File: src/rtl/smiley_collision_detect_pkg.sv
// Shared types and default constants for the smiley collision detector.
package smiley_collision_detect_pkg;

  typedef enum logic [1:0] {
    IDLE     = 2'd0,
    ARMED    = 2'd1,
    COOLDOWN = 2'd2
  } state_t;

  localparam int COOLDOWN_FRAMES_DEF = 4;
  localparam int HIT_CNT_W_DEF       = 8;

endpackage

File: src/rtl/smiley_collision_detect_frame_flag_latch.sv
// Sticky per-frame overlap flag. A frame boundary reloads the flag with the
// overlap seen in that same clk, so an overlap on the first clk of a frame
// is kept for the next evaluation.
module frame_flag_latch (
  input  logic clk,
  input  logic reset,
  input  logic sof,
  input  logic ov,
  output logic flag
);

  // Set on overlap, reloaded with the current overlap at each frame boundary
  always_ff @(posedge clk) begin
    if (reset) begin
      flag <= 1'b0;
    end else if (sof) begin
      flag <= ov;
    end else if (ov) begin
      flag <= 1'b1;
    end
  end

endmodule

File: src/rtl/smiley_collision_detect.sv
// Smiley collision detector: latches border/box overlaps per frame and, at
// the following frame boundary, reports at most one hit, then ignores hits
// for a number of frames.
//
// state    | meaning
// ---------+----------------------------------------------------------
// IDLE     | after reset, waiting for the first frame boundary
// ARMED    | evaluating flags at every frame boundary
// COOLDOWN | counting frames after a reported hit, flags ignored
module smiley_collision_detect
  import smiley_collision_detect_pkg::*;
#(
  parameter int COOLDOWN_FRAMES = COOLDOWN_FRAMES_DEF,
  parameter int HIT_CNT_W       = HIT_CNT_W_DEF
) (
  input  logic                 clk,
  input  logic                 reset,
  input  logic                 startOfFrame,
  input  logic                 drawReq_smiley,
  input  logic                 drawReq_border,
  input  logic                 drawReq_box,
  output logic                 collision,
  output logic                 toggleY,
  output logic [HIT_CNT_W-1:0] hitCount,
  output logic                 armed
);

  localparam logic [3:0]           CD_LOAD = 4'(COOLDOWN_FRAMES);
  localparam logic [HIT_CNT_W-1:0] HIT_MAX = '1;

  logic   border_ov;
  logic   box_ov;
  logic   border_f;
  logic   box_f;
  state_t state;
  logic   [3:0] cd_cnt;

  assign border_ov = drawReq_smiley & drawReq_border;
  assign box_ov    = drawReq_smiley & drawReq_box;

  frame_flag_latch u_border_flag (
    .clk   (clk),
    .reset (reset),
    .sof   (startOfFrame),
    .ov    (border_ov),
    .flag  (border_f)
  );

  frame_flag_latch u_box_flag (
    .clk   (clk),
    .reset (reset),
    .sof   (startOfFrame),
    .ov    (box_ov),
    .flag  (box_f)
  );

  // Hit/cooldown sequencer with registered pulse outputs and hit counter
  always_ff @(posedge clk) begin
    if (reset) begin
      state     <= IDLE;
      cd_cnt    <= 4'd0;
      collision <= 1'b0;
      toggleY   <= 1'b0;
      hitCount  <= '0;
      armed     <= 1'b0;
    end else begin
      collision <= 1'b0;
      toggleY   <= 1'b0;
      case (state)
        IDLE: begin
          if (startOfFrame) begin
            state <= ARMED;
            armed <= 1'b1;
          end
        end
        ARMED: begin
          if (startOfFrame && (border_f || box_f)) begin
            // border has priority when both overlapped in the frame
            collision <= border_f;
            toggleY   <= ~border_f;
            if (hitCount != HIT_MAX) begin
              hitCount <= hitCount + HIT_CNT_W'(1);
            end
            cd_cnt <= CD_LOAD;
            state  <= COOLDOWN;
            armed  <= 1'b0;
          end
        end
        COOLDOWN: begin
          if (startOfFrame) begin
            cd_cnt <= cd_cnt - 4'd1;
            if (cd_cnt <= 4'd1) begin
              state <= ARMED;
              armed <= 1'b1;
            end
          end
        end
        default: begin
          state  <= IDLE;
          cd_cnt <= 4'd0;
          armed  <= 1'b0;
        end
      endcase
    end
  end

endmodule
File: config.mk
export PLATFORM = sky130hd
export DESIGN_NAME = smiley_collision_detect
export DESIGN_NICKNAME = d
export VERILOG_FILES = /design/src/rtl/smiley_collision_detect_pkg.sv /design/src/rtl/smiley_collision_detect_frame_flag_latch.sv /design/src/rtl/smiley_collision_detect.sv
export SDC_FILE = /design/constraint.sdc
export NUM_CORES = 1
export LEC_CHECK = 0
export ABC_AREA = 1
export CAP_MARGIN = 20
export CORE_MARGIN = 2
export CORE_UTILIZATION = 45
export DETAILED_ROUTE_END_ITERATION = 12
export PLACE_DENSITY = 0.69
export SLEW_MARGIN = 20
export SYNTH_ARGS = -nofsm -noshare
export SYNTH_HDL_FRONTEND = slang
export SYNTH_SLANG_ARGS = --single-unit
File: constraint.sdc
create_clock -name clk -period 1.9 [get_ports clk]
set_input_delay 0.19 -clock clk [delete_from_list [all_inputs] [get_ports clk]]
set_output_delay 0.19 -clock clk [all_outputs]
set_load 0.01 [all_outputs]
-- Word level (Yosys, flattened, before mapping)
Index checks and enable logic that the tools add are counted.
- add/subtract/negate cells: 2
- multipliers: 0
- div/mod/pow operators: 0
- magnitude comparators: 1
- eq/ne operators: 7
- shift operators: 0
- multiplexer cells: 17
- bitwise gates (word level): 6
- reduce and logical (&&, ||, !) cells: 9
- operator list (cell ; count):
    case mux 4 bit (3 select lines) ; 1
    adder 8 x 1 -> 8 bit, second input constant ; 1
    two-way mux 1 bit ; 8
    two-way mux 2 bit ; 4
    two-way mux 4 bit ; 2
    != test 2 bit, second input constant ; 4
    != test 8 bit, second input constant ; 1
    case mux 2 bit (3 select lines) ; 1
    AND reduction 3 bit ; 2
    less-or-equal comparator 4 x 1 -> 1 bit, second input constant ; 1
    NOT 1 bit ; 4
    AND reduction 4 bit ; 1
    nonzero test 2 bit ; 2
    subtractor 4 x 1 -> 4 bit, second input constant ; 1
    case mux 1 bit (3 select lines) ; 1
    OR reduction 3 bit ; 1
    AND 1 bit ; 2
    equality test 2 x 1 -> 1 bit, second input constant ; 1
    equality test 2 bit, second input constant ; 1
    logical NOT 2 bit ; 1
    logical AND 1 bit ; 1
    logical OR 1 bit ; 1
- bits in registers: 19
- bits in latches: 0
- bits in writable memories: 0
- bits in read-only memories: 0
- input bits: 6
- output and inout port bits: 11
- memories kept: 0

-- Longest topological paths before layout
Gate-level depths: netlist of the first run.
- depth in word-level cells: 4
- depth in mapped cells: 9
- depth with buffers taken out: 9

-- Cells and area by module
From an unflattened synthesis of the first run, not the netlist that was laid out.
- cells, all modules: 152
- area total of the unflattened synthesis: 1076.0 µm²
- by module, submodules not included (module ; times used ; cells each ; area each (µm²)):
    smiley_collision_detect ; 1 ; 142 ; 996.0
    frame_flag_latch ; 2 ; 5 ; 40.0

-- Worst setup path before layout of the first run
Ideal clock, no wire load.
- path type: register to register
- start: register state[1]
- end: register hitCount[6]
- setup time: 0.119 ns
- arrival: 1.224 ns
- required time: 1.781 ns
- setup slack: 0.558 ns
- cell stages (with the launch flop): 9
- buffers on the path: 1
- period minus slack after synthesis: 1.342 ns
- path through: dfxtp_1 inv_1 ha_1 inv_1 nor2_4 nand2_4 buf_6 nor3b_1 nor2_1
- cells in the longest elaborated chain, start to end: 2
- ends and longest elaborated chain (element ; RTL line ; RTL):
    start: declaration ; smiley_collision_detect.sv:35 ; state_t state;
    start signal: assignment ; smiley_collision_detect.sv:60 ; state <= IDLE;
    start signal: assignment ; smiley_collision_detect.sv:72 ; state <= ARMED;
    start signal: assignment ; smiley_collision_detect.sv:85 ; state <= COOLDOWN;
    equality test 2 x 1 -> 1 bit ; smiley_collision_detect.sv:69 ; case (state)
    AND reduction 3 bit (no line) ; n/a ;
    end signal: assignment ; smiley_collision_detect.sv:82 ; hitCount <= hitCount + HIT_CNT_W'(1);
    end: declaration ; smiley_collision_detect.sv:24 ; output logic [HIT_CNT_W-1:0] hitCount,
Every way passes these cells.
A chain may end at the register's enable or synchronous reset.

-- Worst setup path after layout of the first run
- start: register state[0]
- end: register cd_cnt[3]
- cells in the longest elaborated chain, start to end: 3
- ends and longest elaborated chain (element ; RTL line ; RTL):
    equality test 2 x 1 -> 1 bit (tied with other cells) ; smiley_collision_detect.sv:69 ;
    != test 2 bit (no line) or NOT 1 bit (tied branches) ; n/a ;
    AND reduction 3 bit (no line) ; n/a ;
    end signal: assignment ; smiley_collision_detect.sv:91 ; cd_cnt <= cd_cnt - 4'd1;
    end: declaration ; smiley_collision_detect.sv:36 ; logic [3:0] cd_cnt;
Several ways; a longest one is shown, not always the timed one.

==> results, run 1 <==
- The maximum fanout along the worst path is 4.
- The TritonCTS buffer count is 3.
- Once the clock tree was built, the setup fixing pass inserted 0 buffers.
- The critical path goes through inv_1 -> ha_1 -> inv_1 -> o21bai_1 -> a21oi_1 -> nand3_1 -> a21oi_1.
- The critical path capture point type is a flop.
- Of the cells placed in the final design, the portion with a size suffix greater than 1 is 0.08537.
- The worst setup path is of the reg -> reg kind.
- Dividing the detail-routed wire length by the instance count gives approximately 10 µm.
- The slew at the pin closest to its max-slew limit is between 300 and 400 ps.
- STA classifies the critical path startpoint as a flop.
- The via count of the first global-routing pass is slightly below 800.
- The signal arrival time at the worst endpoint is between 1500 and 2000 ps.
- In the finished design, the share of the clock period the worst path needs comes to 0.7878.
- The pin count of the biggest net entering global routing is 16.
- In this run the vertical extent of the chip is 52.21 µm.
- Dividing the detail-routed via count by the number of cells gives ~4.8.
- The finished layout holds around 190 standard cells, fillers aside.
- Based on the critical path, the design can be clocked at up to between 600 and 700 MHz.
- The cell at the root of the clock tree is sky130_fd_sc_hd__clkbuf_4.
- Of all cell types, the one taking the most synthesized area is sky130_fd_sc_hd__dfxtp_1.
- After detailed routing, the number of remaining DRC violations is 0.
- The post-synthesis cell count is ~150.
- In this run the number of H-tree levels came out at 1.
- The setup violation total in the final timing report is 0.
- The later pin in the worst-skew pair is clocked with a latency of 290 ps.
- For the worst setup path, the data required time is roughly 2100 ps.
- The most numerous cell in the Yosys netlist is sky130_fd_sc_hd__nand2_1.
- For the final database, setup skew stands at 6.194 ps.
- In this run the remaining antenna-violating nets after routing total 0.
- 0 antenna diodes ended up in the layout.
- On the critical path the largest part of the delay comes from compound AO/OA/AOI/OAI gates.
- The initial core utilization is 0.4729.
- The remaining global-route overflow is 0.
- The fraction of post-synthesis cell area in the top cell type by area is 0.3636.
- After layout, the minimum clock period comes to approximately 1500 ps.
- Dividing total power by cell area gives a power density of between 900 and 1000 nW/µm².
- The final hold violation count came to 0.
- The filler cells instantiated in the layout total roughly 230.
- The count of placed standard cells including taps is between 150 and 200.
- The flow ran to the end, and the final reports show no timing, DRC or antenna violations.
- The placer's final routability congestion estimate is 0.8584.
- The slowest stage of the critical path is the sky130_fd_sc_hd__dfxtp_1 cell.
- By area the synthesized netlist is led by sky130_fd_sc_hd__dfxtp_1, sky130_fd_sc_hd__nand2_1, sky130_fd_sc_hd__ha_1.
- The floorplan core area is ~2200 µm².
- Buffers inserted to repair hold after CTS numbered 0.
- The first-pass iteration count of the detailed router is 4.
- The initialized floorplan defines 17 standard-cell rows.
- Max-cap violations in this run came to 0.
- Ranked by instance count, the synthesized netlist is headed by sky130_fd_sc_hd__nand2_1, sky130_fd_sc_hd__inv_1, sky130_fd_sc_hd__nor2_1.
- The post-cts resize count is 0.
- The total I/O pin count is 17.
- After synthesis, the netlist uses 24 different library cells.
- The final number of max-transition violations is 0.
- The die area is around 2700 µm².
- Of the synthesized area, sequential elements account for 0.3636.
- The mean instance size in the synthesized netlist is between 7 and 8 µm².
- The number of buffer and inverter instances along the worst setup path is 2.
- The worst-case IR drop observed on VDD is between 0.7 and 0.8 mV.
- The detailed placer's ending HPWL is between 1500 and 2000 µm.
- Input and output buffers added on the ports amount to 16.
- Synthesis produced a netlist with a net count of roughly 160.
- The final-layout worst hold slack is about 450 ps.
- The warning count from the yosys run is 0.
- Clock-pin slew was measured on the worst setup and hold paths at around 100 ps.
- The largest single stage delay on the critical path is roughly 390 ps.
- The initial antenna violation count is 0.
- Synthesis inferred 19 register bits.
- The number of buffers on the longest clock path is 2.
- The routed layout has 926 vias.
- After the last flow step, the layout net total stands at 178.
- The wire length after detailed routing is approximately 1900 µm.
- The tightest min-delay check is of the in -> reg type.
- The most used flip-flop cell after synthesis is sky130_fd_sc_hd__dfxtp_1.
- The mapped cell area is approximately 1000 µm².
- The first global-routing pass estimated 3284 µm of wire.
- The overall global routing resource usage is 0.1628.
- The total clock sinks is 19.
- From synthesis to final layout, the design area changed by 20.34%.
- The width of the die is approximately 52 µm.
- The leakage power total is roughly 0.0005 µW.
- TritonCTS built the clock tree.
- The normalized max-slew margin is 0.7747.
- For the final routed database, the setup TNS stands at 0 ps.
- The fraction of synthesis flops using an asynchronous set or reset pin is 0.
- The number of violations reported at the end of detailed-routing iteration 0 is 8.
- Setup repair after global routing left no endpoint under its margin.
- Counting flops with a built-in enable in the synthesized netlist gives 0.
metrics by stage:
step	cell area [µm²]	utilization	setup WS, ps	total power, µW
after floorplan	1046	-	557.6	901.9
after global placement	1232	0.5571	422.3	1011
after detailed placement	1232	0.5571	366.1	1024
after CTS	1259	0.5690	405.6	1228
after global routing	1259	0.5690	238.3	1333
final	1259	0.5690	403.2	1209
power breakdown:
part	total [µW]	internal (µW)	switching, µW
registers	490	450	40.5
clock network	200	81.6	119
logic	518	203	316
total	1210	734	475
final timing paths:
kind	end	cells past startpoint	start	slack [ps]
max	cd_cnt[3]	7	state[0]	400
min	u_border_flag.flag	3	drawReq_border	450
max reg2reg	cd_cnt[3]	7	state[0]	400
min reg2reg	armed	2	armed	470
flip-flops by register name (all words and copies together) (netlist names):
register            flops
hitCount                8
cd_cnt                  4
state                   2
armed                   1
collision               1
toggleY                 1
u_border_flag.flag      1
u_box_flag.flag         1
final cells by class:
class / instances / area [µm²] / share of cell area
Inverter: 21 / 78.83 / 0.06262
Sequential cell: 19 / 380.4 / 0.3022
Timing Repair Buffer: 17 / 167.7 / 0.1332
Clock buffer: 4 / 26.28 / 0.02087
Multi-Input combinational cell: 103 / 570.5 / 0.4533
Tap cell: 28 / 35.03 / 0.02783
worst min-delay path: stages:
cell,delay [ps]
sky130_fd_sc_hd__clkdlybuf4s50_1,400
sky130_fd_sc_hd__nand2_1,60
sky130_fd_sc_hd__a21oi_1,60
layout by cell type (no fill, tap or decap), types with 2 or more instances in the layout:
cell                              synthesis  routed
sky130_fd_sc_hd__nand2_1                 34      34
sky130_fd_sc_hd__inv_1                   21      21
sky130_fd_sc_hd__nor2_1                  20      20
sky130_fd_sc_hd__dfxtp_1                 19      19
sky130_fd_sc_hd__clkdlybuf4s50_1          0      16
sky130_fd_sc_hd__a21oi_1                 11      11
sky130_fd_sc_hd__ha_1                     7       7
sky130_fd_sc_hd__o21ai_0                  6       6
sky130_fd_sc_hd__nand3_1                  4       4
sky130_fd_sc_hd__nor3_1                   4       4
sky130_fd_sc_hd__o21ai_2                  3       3
sky130_fd_sc_hd__clkbuf_4                 0       3
sky130_fd_sc_hd__nor2_4                   2       2
sky130_fd_sc_hd__nand4_1                  2       2
metal layers:
| layer | share of wire | vias up | global-route usage |
|---|---|---|---|
| li1 | - | 499 | - |
| met1 | 0.49 | 415 | 0.2115 |
| met2 | 0.47 | 8 | 0.2637 |
| met3 | 0.018 | 4 | 0.02571 |
| met4 | 0.015 | 0 | 0.07692 |
| met5 | 0 | - | 0 |
kinds of logic after synthesis:
kind of cell | synth area share
XOR/XNOR | 0.008375
adder cells (fa/ha/maj) | 0.08373
buffers and inverters | 0.09091
flip-flops | 0.3636
AND/OR/NAND/NOR | 0.3062
AO/OA/AOI/OAI | 0.1471
No activity file was read; power rests on OpenSTA's default activity.
==> run 2: changes to the inputs <==
--- a/config.mk
+++ b/config.mk
@@ -10,7 +10,7 @@
 export CORE_MARGIN = 2
 export CORE_UTILIZATION = 45
 export DETAILED_ROUTE_END_ITERATION = 12
-export PLACE_DENSITY = 0.69
+export PLACE_DENSITY = 0.72
 export SLEW_MARGIN = 20
 export SYNTH_ARGS = -nofsm -noshare
 export SYNTH_HDL_FRONTEND = slang
==> constraint.sdc (replaced) <==
create_clock -name clk -period 1.2 [get_ports clk]
set_input_delay 0.12 -clock clk [delete_from_list [all_inputs] [get_ports clk]]
set_output_delay 0.12 -clock clk [all_outputs]
set_load 0.01 [all_outputs]
==> run 2 against run 1 <==
Combinational power grew to 3.7 times the previous value. Largest power group unchanged. Clock power grew 76%. Critical path type unchanged. Power grew to 2.6 times the previous value. The flow now finishes with violations (negative setup slack). Utilization grew 18 points. Non-clock buffer count grew 23. Wire length grew 41%.
==> results, run 2 (synthesis results as in run 1) <==
- The final critical-path setup slack came to -124.4 ps (was 403.2 ps).
- The ratio of routed vias to standard cells is 4.972 (was 4.823).
- The placer's final routability congestion estimate was 0.7649 (was 0.8584).
- The initial antenna violation count is 0 (unchanged).
- The achievable frequency is 755.0 MHz (was 668.1 MHz).
- The critical path capture point type was a flop (unchanged).
- The post-route fraction of the period consumed by the critical path is 1.104 (was 0.7878).
- The final number of max-transition violations is 0 (unchanged).
- The multi-input combinational cell area is 760.7 µm² (was 570.5 µm²).
- The count of placed standard cells including taps was 202 (was 188).
- The number of buffers on the longest clock path is 2 (unchanged).
- The H-tree depth was 1 (unchanged).
- The wire length of the first global-routing pass was 4457 µm (was 3284 µm).
- The total clock sinks came to 19 (unchanged).
- The number of violations reported at the end of detailed-routing iteration 0 is 26 (was 8).
- The number of fillers in the final layout is 169 (was 226).
- The path class of the lowest-slack min-delay path is in -> reg (unchanged).
- The critical path's largest stage delay is 370 ps (was 390 ps).
- The final worst clock skew is 9.971 ps (was 6.194 ps).
- The cell with the biggest individual delay on the critical path is sky130_fd_sc_hd__dfxtp_2 (was sky130_fd_sc_hd__dfxtp_1).
- The via count of the first global-routing pass came to 1067 (was 794).
- The height of the chip is 52.21 µm (unchanged).
- The setup violation total in the final timing report was 15 (was 0).
- Biggest regs: hitCount (8), cd_cnt (4), state (2) (unchanged).
- The final hold violation count is 0 (unchanged).
- Unrepaired setup endpoints after global routing: yes (was no).
- The floorplan core area was 2212 µm² (unchanged).
- The largest vdd supply drop is 1.898 mV (was 0.7345 mV).
- The minimum clock period after layout was 1324 ps (was 1497 ps).
- The maximum fanout along the worst path is 5 (was 4).
- The register area came to 400.4 µm² (was 380.4 µm²).
- The TritonCTS buffer count is 3 (unchanged).
- The cell at the root of the clock tree is sky130_fd_sc_hd__clkbuf_4 (unchanged).
- The placement row count is 17 (unchanged).
- Top library cells by usage in the layout, fill and taps aside: sky130_fd_sc_hd__nand2_1, sky130_fd_sc_hd__buf_4, sky130_fd_sc_hd__nor2_1, sky130_fd_sc_hd__inv_1 (was sky130_fd_sc_hd__nand2_1, sky130_fd_sc_hd__inv_1, sky130_fd_sc_hd__nor2_1, sky130_fd_sc_hd__dfxtp_1, sky130_fd_sc_hd__clkdlybuf4s50_1).
- The width of the die came to 52.21 µm (unchanged).
- The initial core utilization is 0.4729 (unchanged).
- The pin count of the biggest net entering global routing is 12 (was 16).
- The number of buffers added on ports is 16 (unchanged).
- The clock transition time at the flip-flop clock pins of the worst setup and hold paths came to 120 ps (was 100 ps).
- The detailed placer's ending HPWL was 1698 µm (was 1513 µm).
- The signal arrival time at the worst endpoint was 1580 ps (was 1720 ps).
- The remaining global-route overflow is 0 (unchanged).
- The via count of the routed design was 1074 (was 926).
- The required arrival time at the worst endpoint is 1460 ps (was 2130 ps).
- Run status: finished with violations (was finished, final reports clean).
- Cell Chain, Critical Path: buf_6 -> inv_6 -> ha_4 -> o21bai_4 -> inv_2 -> nand2_4 -> nor2_2 -> nand2_1 -> a21oi_2 (was inv_1 -> ha_1 -> inv_1 -> o21bai_1 -> a21oi_1 -> nand3_1 -> a21oi_1).
- The number of remaining DRC errors is 0 (unchanged).
- The overall global routing resource usage is 0.2254 (was 0.1628).
- The final reports fail on negative setup slack.
- The later-pin clock latency in the skew report is 320 ps (was 290 ps).
- The average wire per standard cell came to 12.67 µm (was 10.14 µm).
- The normalized max-slew margin is 0.7516 (was 0.7747).
- The flip-flop count of the largest register after layout is 8 (unchanged).
- The wire length after detailed routing came to 2737 µm (was 1947 µm).
- The TritonCTS clock tree is built (unchanged).
- The type of the worst setup path is reg -> reg (unchanged).
- The leading cell type in the layout, fill and taps excluded is sky130_fd_sc_hd__nand2_1 (unchanged).
- The total I/O pin count is 17 (unchanged).
- The total inserted antenna cells is 0 (unchanged).
- The count of maximum capacitance violations is 0 (unchanged).
- The first-pass iteration count of the detailed router is 4 (unchanged).
- The final cell count without fillers is 216 (was 192).
- The remaining antenna violation count after routing was 0 (unchanged).
- The register bank with the most flops is hitCount (unchanged).
- The total power divided by cell area is 1876 nW/µm² (was 960.7 nW/µm²).
- The type of element launching the critical path was a flop (unchanged).
- The number of nets in the final layout is 202 (was 178).
- The layout cell share with drive strength beyond 1 came to 0.4521 (was 0.08537).
- The slew at the pin closest to its max-slew limit came to 372.2 ps (was 337.6 ps).
- The total power after layout is 3093 µW (was 1209 µW).
- The hold buffer count at cts came to 0 (unchanged).
- The die area was 2726 µm² (unchanged).
- The area growth from synthesis to layout was 57.66% (was 20.34%).
- The leakage power total came to 0.0006944 µW (was 0.0004951 µW).
- The core utilization of the finished layout is 0.7455 (was 0.5690).
run 2: changes by cell type in the layout (fill, tap and decap cells not counted), sizes merged:
| cell | change |
|---|---|
| buf | +23 |
| clkdlybuf4s50 | -11 |
| dlygate4sd2 | +9 |
| clkdlybuf4s15 | +2 |
| clkbuf | -1 |
| clkinv | +1 |
| nand2 | +1 |
run 2: final timing paths:
check	start	end	slack, ps	cells after the start
worst max register to register	state[0]	cd_cnt[2]	-120	9
worst max-delay path	state[0]	cd_cnt[2]	-120	9
worst min-delay path	drawReq_border	u_border_flag.flag	330	3
worst min register to register	armed	armed	470	2
run 2: report_power, final:
part | switching [µW] | internal [µW]
Combinational | 989 | 938
Sequential | 85.1 | 729
Clock | 227 | 125
run 2: per-layer routing:
layer  share of wire  track usage  vias to the layer above
met2            0.52       0.3945                       23
met5               0            0                        -
met3           0.035      0.04857                       11
li1                -            -                      545
met4           0.038       0.1154                        0
met1            0.41       0.2558                      495
run 2: area by class of cell:
| cell class | instances | area share |
|---|---|---|
| clock inverter | 1 | 0.003035 |
| sequential | 19 | 0.2428 |
| timing repair buffer | 40 | 0.2041 |
| inverter | 21 | 0.05387 |
| clock buffer | 3 | 0.01366 |
| multi-input combinational | 104 | 0.4613 |
| tap | 28 | 0.02124 |
run 2: per-stage QoR:
stage | TNS (ps) | setup slack (ps) | hold slack, ps | area, µm²
floorplan | -10.36 | -8.632 | 260.5 | 1095
global placement | -1720 | -150.9 | 454.2 | 1386
detailed placement | -2140 | -202.2 | 460.9 | 1386
CTS | -1095 | -119.9 | 331.0 | 1565
global route | -2313 | -215.5 | 363.4 | 1649
finish | -1169 | -124.4 | 334.6 | 1649
run 2: timing repair:
item                       CTS  global route
cloned                       1             0
resized for setup           50            19
setup endpoints to repair   26            19
pin swaps                   20            18
setup buffers                6             3
run 2: critical path: cells and delay by family, from the launching register on:
family / cells / cell delay [ps]
flip-flops: 1 / 370
AND/OR/NAND/NOR: 3 / 250
adder cells (fa/ha/maj): 1 / 160
AO/OA/AOI/OAI: 2 / 280
buffers and inverters: 3 / 220
==> run 3: changes to the inputs <==
--- a/config.mk
+++ b/config.mk
@@ -10,7 +10,7 @@
 export CORE_MARGIN = 2
 export CORE_UTILIZATION = 45
 export DETAILED_ROUTE_END_ITERATION = 12
-export PLACE_DENSITY = 0.72
+export PLACE_DENSITY = 0.69
 export SLEW_MARGIN = 20
 export SYNTH_ARGS = -nofsm -noshare
 export SYNTH_HDL_FRONTEND = slang
==> constraint.sdc (replaced) <==
create_clock -name clk -period 1.5 [get_ports clk]
set_input_delay 0.15 -clock clk [delete_from_list [all_inputs] [get_ports clk]]
set_output_delay 0.15 -clock clk [all_outputs]
set_load 0.01 [all_outputs]
==> run 3 against run 2 <==
The flow now finishes without violations. Via count down 12%. Hold slack better by 67 ps. Combinational power down 62%. Final cell count down 10%. First-iteration DRC count down 69%. Power down 48%. Final area down 21%. Utilization down 16 points. Sequential cell count unchanged. Worst setup slack better by 230 ps. Clock skew down 3.8 ps. Die area unchanged. Critical path type is now reg -> out. Largest cell class unchanged.
==> results, run 3 (synthesis results as in run 1) <==
- The final worst clock skew was 6.201 ps (was 9.971 ps).
- The overall global routing resource usage was 0.1650 (was 0.2254).
- The type of the worst setup path is reg -> out (was reg -> reg).
- The final hold violation count was 0 (unchanged).
- The remaining antenna violation count after routing is 0 (unchanged).
- The count of maximum capacitance violations is 0 (unchanged).
- Of the available clock period, the critical path in the final layout requires 0.9277.
- The slew at the pin closest to its max-slew limit is 312.0 ps (was 372.2 ps).
- The number of violations reported at the end of detailed-routing iteration 0 came to 8 (was 26).
- The leading cell type in the layout, fill and taps excluded was sky130_fd_sc_hd__nand2_1 (unchanged).
- The critical path's largest stage delay is 560 ps (was 370 ps).
- The dominant delay contributor by cell family on the critical path is buffers and inverters (was flip-flops).
- The number of buffers on the longest clock path was 2 (unchanged).
- The final number of max-transition violations came to 0 (unchanged).
- The wire length after detailed routing is 2056 µm (was 2737 µm).
- The number of nets in the final layout is 180 (was 202).
- The initial antenna violation count is 0 (unchanged).
- The total power divided by cell area is 1237 nW/µm² (was 1876 nW/µm²).
- The detailed placer's ending HPWL came to 1616 µm (was 1698 µm).
- The floorplan core area came to 2212 µm² (unchanged).
- The normalized max-slew margin was 0.7918 (was 0.7516).
- The number of fillers in the final layout was 201 (was 169).
- The H-tree depth is 1 (unchanged).
- The path class of the lowest-slack min-delay path was in -> reg (unchanged).
- The pin count of the biggest net entering global routing is 16 (was 12).
- The setup slack of the worst register-to-register path is 120 ps (was -120 ps).
- The number of remaining DRC errors came to 0 (unchanged).
- Cell Chain, Critical Path: clkdlybuf4s50_1 (was buf_6 -> inv_6 -> ha_4 -> o21bai_4 -> inv_2 -> nand2_4 -> nor2_2 -> nand2_1 -> a21oi_2).
- The final cell count without fillers was 194 (was 216).
- The worst path needs 1391 ps of the cycle, external delays included.
- The leakage power total is 0.0005126 µW (was 0.0006944 µW).
- The first-pass iteration count of the detailed router came to 2 (was 4).
- The remaining global-route overflow is 0 (unchanged).
- The flip-flop count of the largest register after layout is 8 (unchanged).
- The initial core utilization is 0.4729 (unchanged).
- The via count of the first global-routing pass was 811 (was 1067).
- Run status: finished, final reports clean (was finished with violations).
- The via count of the routed design is 948 (was 1074).
- Top library cells by usage in the layout, fill and taps aside: sky130_fd_sc_hd__nand2_1, sky130_fd_sc_hd__inv_1, sky130_fd_sc_hd__nor2_1, sky130_fd_sc_hd__dfxtp_1, sky130_fd_sc_hd__clkdlybuf4s50_1 (was sky130_fd_sc_hd__nand2_1, sky130_fd_sc_hd__buf_4, sky130_fd_sc_hd__nor2_1, sky130_fd_sc_hd__inv_1).
- Biggest regs: hitCount (8), cd_cnt (4), state (2) (unchanged).
- The height of the chip is 52.21 µm (unchanged).
- The total clock sinks was 19 (unchanged).
- The ratio of routed vias to standard cells is 4.887 (was 4.972).
- The critical path capture point type is a primary output (was flop).
- The TritonCTS buffer count is 3 (unchanged).
- The wire length of the first global-routing pass is 3298 µm (was 4457 µm).
- The number of buffer and inverter instances along the worst setup path is 1 (was 3).
- The setup violation total in the final timing report is 0 (was 15).
- The cell at the root of the clock tree is sky130_fd_sc_hd__clkbuf_4 (unchanged).
- The total inserted antenna cells is 0 (unchanged).
- The die area is 2726 µm² (unchanged).
- Unrepaired setup endpoints after global routing: yes (unchanged).
- The clock transition time at the flip-flop clock pins of the worst setup and hold paths is 110 ps (was 120 ps).
- The placement row count is 17 (unchanged).
- The number of buffers added on ports is 16 (unchanged).
- The placer's final routability congestion estimate is 0.8143 (was 0.7649).
- The required arrival time at the worst endpoint is 1350 ps (was 1460 ps).
- The later-pin clock latency in the skew report is 290 ps (was 320 ps).
- The achievable frequency is about 720 MHz.
- The type of element launching the critical path is a flop (unchanged).
- The layout cell share with drive strength beyond 1 was 0.1325 (was 0.4521).
- The register bank with the most flops is hitCount (unchanged).
- The cell with the biggest individual delay on the critical path was sky130_fd_sc_hd__clkdlybuf4s50_1 (was sky130_fd_sc_hd__dfxtp_2).
- The width of the die is 52.21 µm (unchanged).
- The total I/O pin count is 17 (unchanged).
- The largest vdd supply drop was 1.060 mV (was 1.898 mV).
- The maximum fanout along the worst path is 4 (was 5).
- The average wire per standard cell is 10.60 µm (was 12.67 µm).
- The signal arrival time at the worst endpoint is 1240 ps (was 1580 ps).
- The area growth from synthesis to layout came to 24.04% (was 57.66%).
- The count of placed standard cells including taps came to 189 (was 202).
- The core utilization of the finished layout is 0.5865 (was 0.7455).
- The TritonCTS clock tree is built (unchanged).
## run 3: routing by layer
metal	part of all wire	track usage
met5	0	0
met3	0.020	0.02571
met4	0.0083	0.07692
met2	0.52	0.2785
met1	0.45	0.2050
## run 3: path summary, 6_finish.rpt
check,endpoint,from,cells after the start
worst max-delay path,hitCount[0],hitCount[0],1
worst min-delay path,u_border_flag.flag,drawReq_border,3
worst max register to register,cd_cnt[3],state[0],7
worst min register to register,armed,armed,2
## run 3: report_power, final
| part | internal [µW] | leakage (µW) | total [µW] | switching (µW) |
|---|---|---|---|---|
| logic | 294 | 0.000340 | 726 | 432 |
| registers | 573 | 0.000155 | 628 | 54.6 |
| clock network | 99.1 | 0.0000177 | 250 | 151 |
| total | 967 | 0.000513 | 1600 | 638 |
## run 3: metrics by stage
step / hold WS [ps] / setup WS, ps / total power, µW / setup TNS, ps / cell area (µm²)
floorplan: 290.5 / 157.6 / 1142 / 0 / 1046
global placement: 450.9 / 61.03 / 1298 / 0 / 1240
detailed placement: 461.6 / 13.67 / 1320 / 0 / 1240
CTS: 391.4 / 47.43 / 1574 / 0 / 1267
global route: 399.2 / -22.02 / 1754 / -26.90 / 1297
finish: 402.0 / 108.5 / 1605 / 0 / 1297
## run 3: repair_timing
action	in CTS	in global routing
hold endpoints to repair	0	0
setup endpoints to repair	0	13
setup buffers	0	1
hold buffers	0	0
resized for setup	0	6
## run 3: cell type report
class                      count  area [µm²]  share of cell area
multi-input combinational    103       591.8              0.4561
inverter                      21       78.83             0.06075
sequential                    19       381.6              0.2941
clock inverter                 1       5.005            0.003857
clock buffer                   3       22.52             0.01736
tap                           28       35.03             0.02700
timing repair buffer          19       182.7              0.1408
## run 3: worst min-delay path, delay by kind of cell
kind | cells | cell delay [ps]
AO/OA/AOI/OAI | 1 | 50
buffers and inverters | 1 | 400
AND/OR/NAND/NOR | 1 | 50
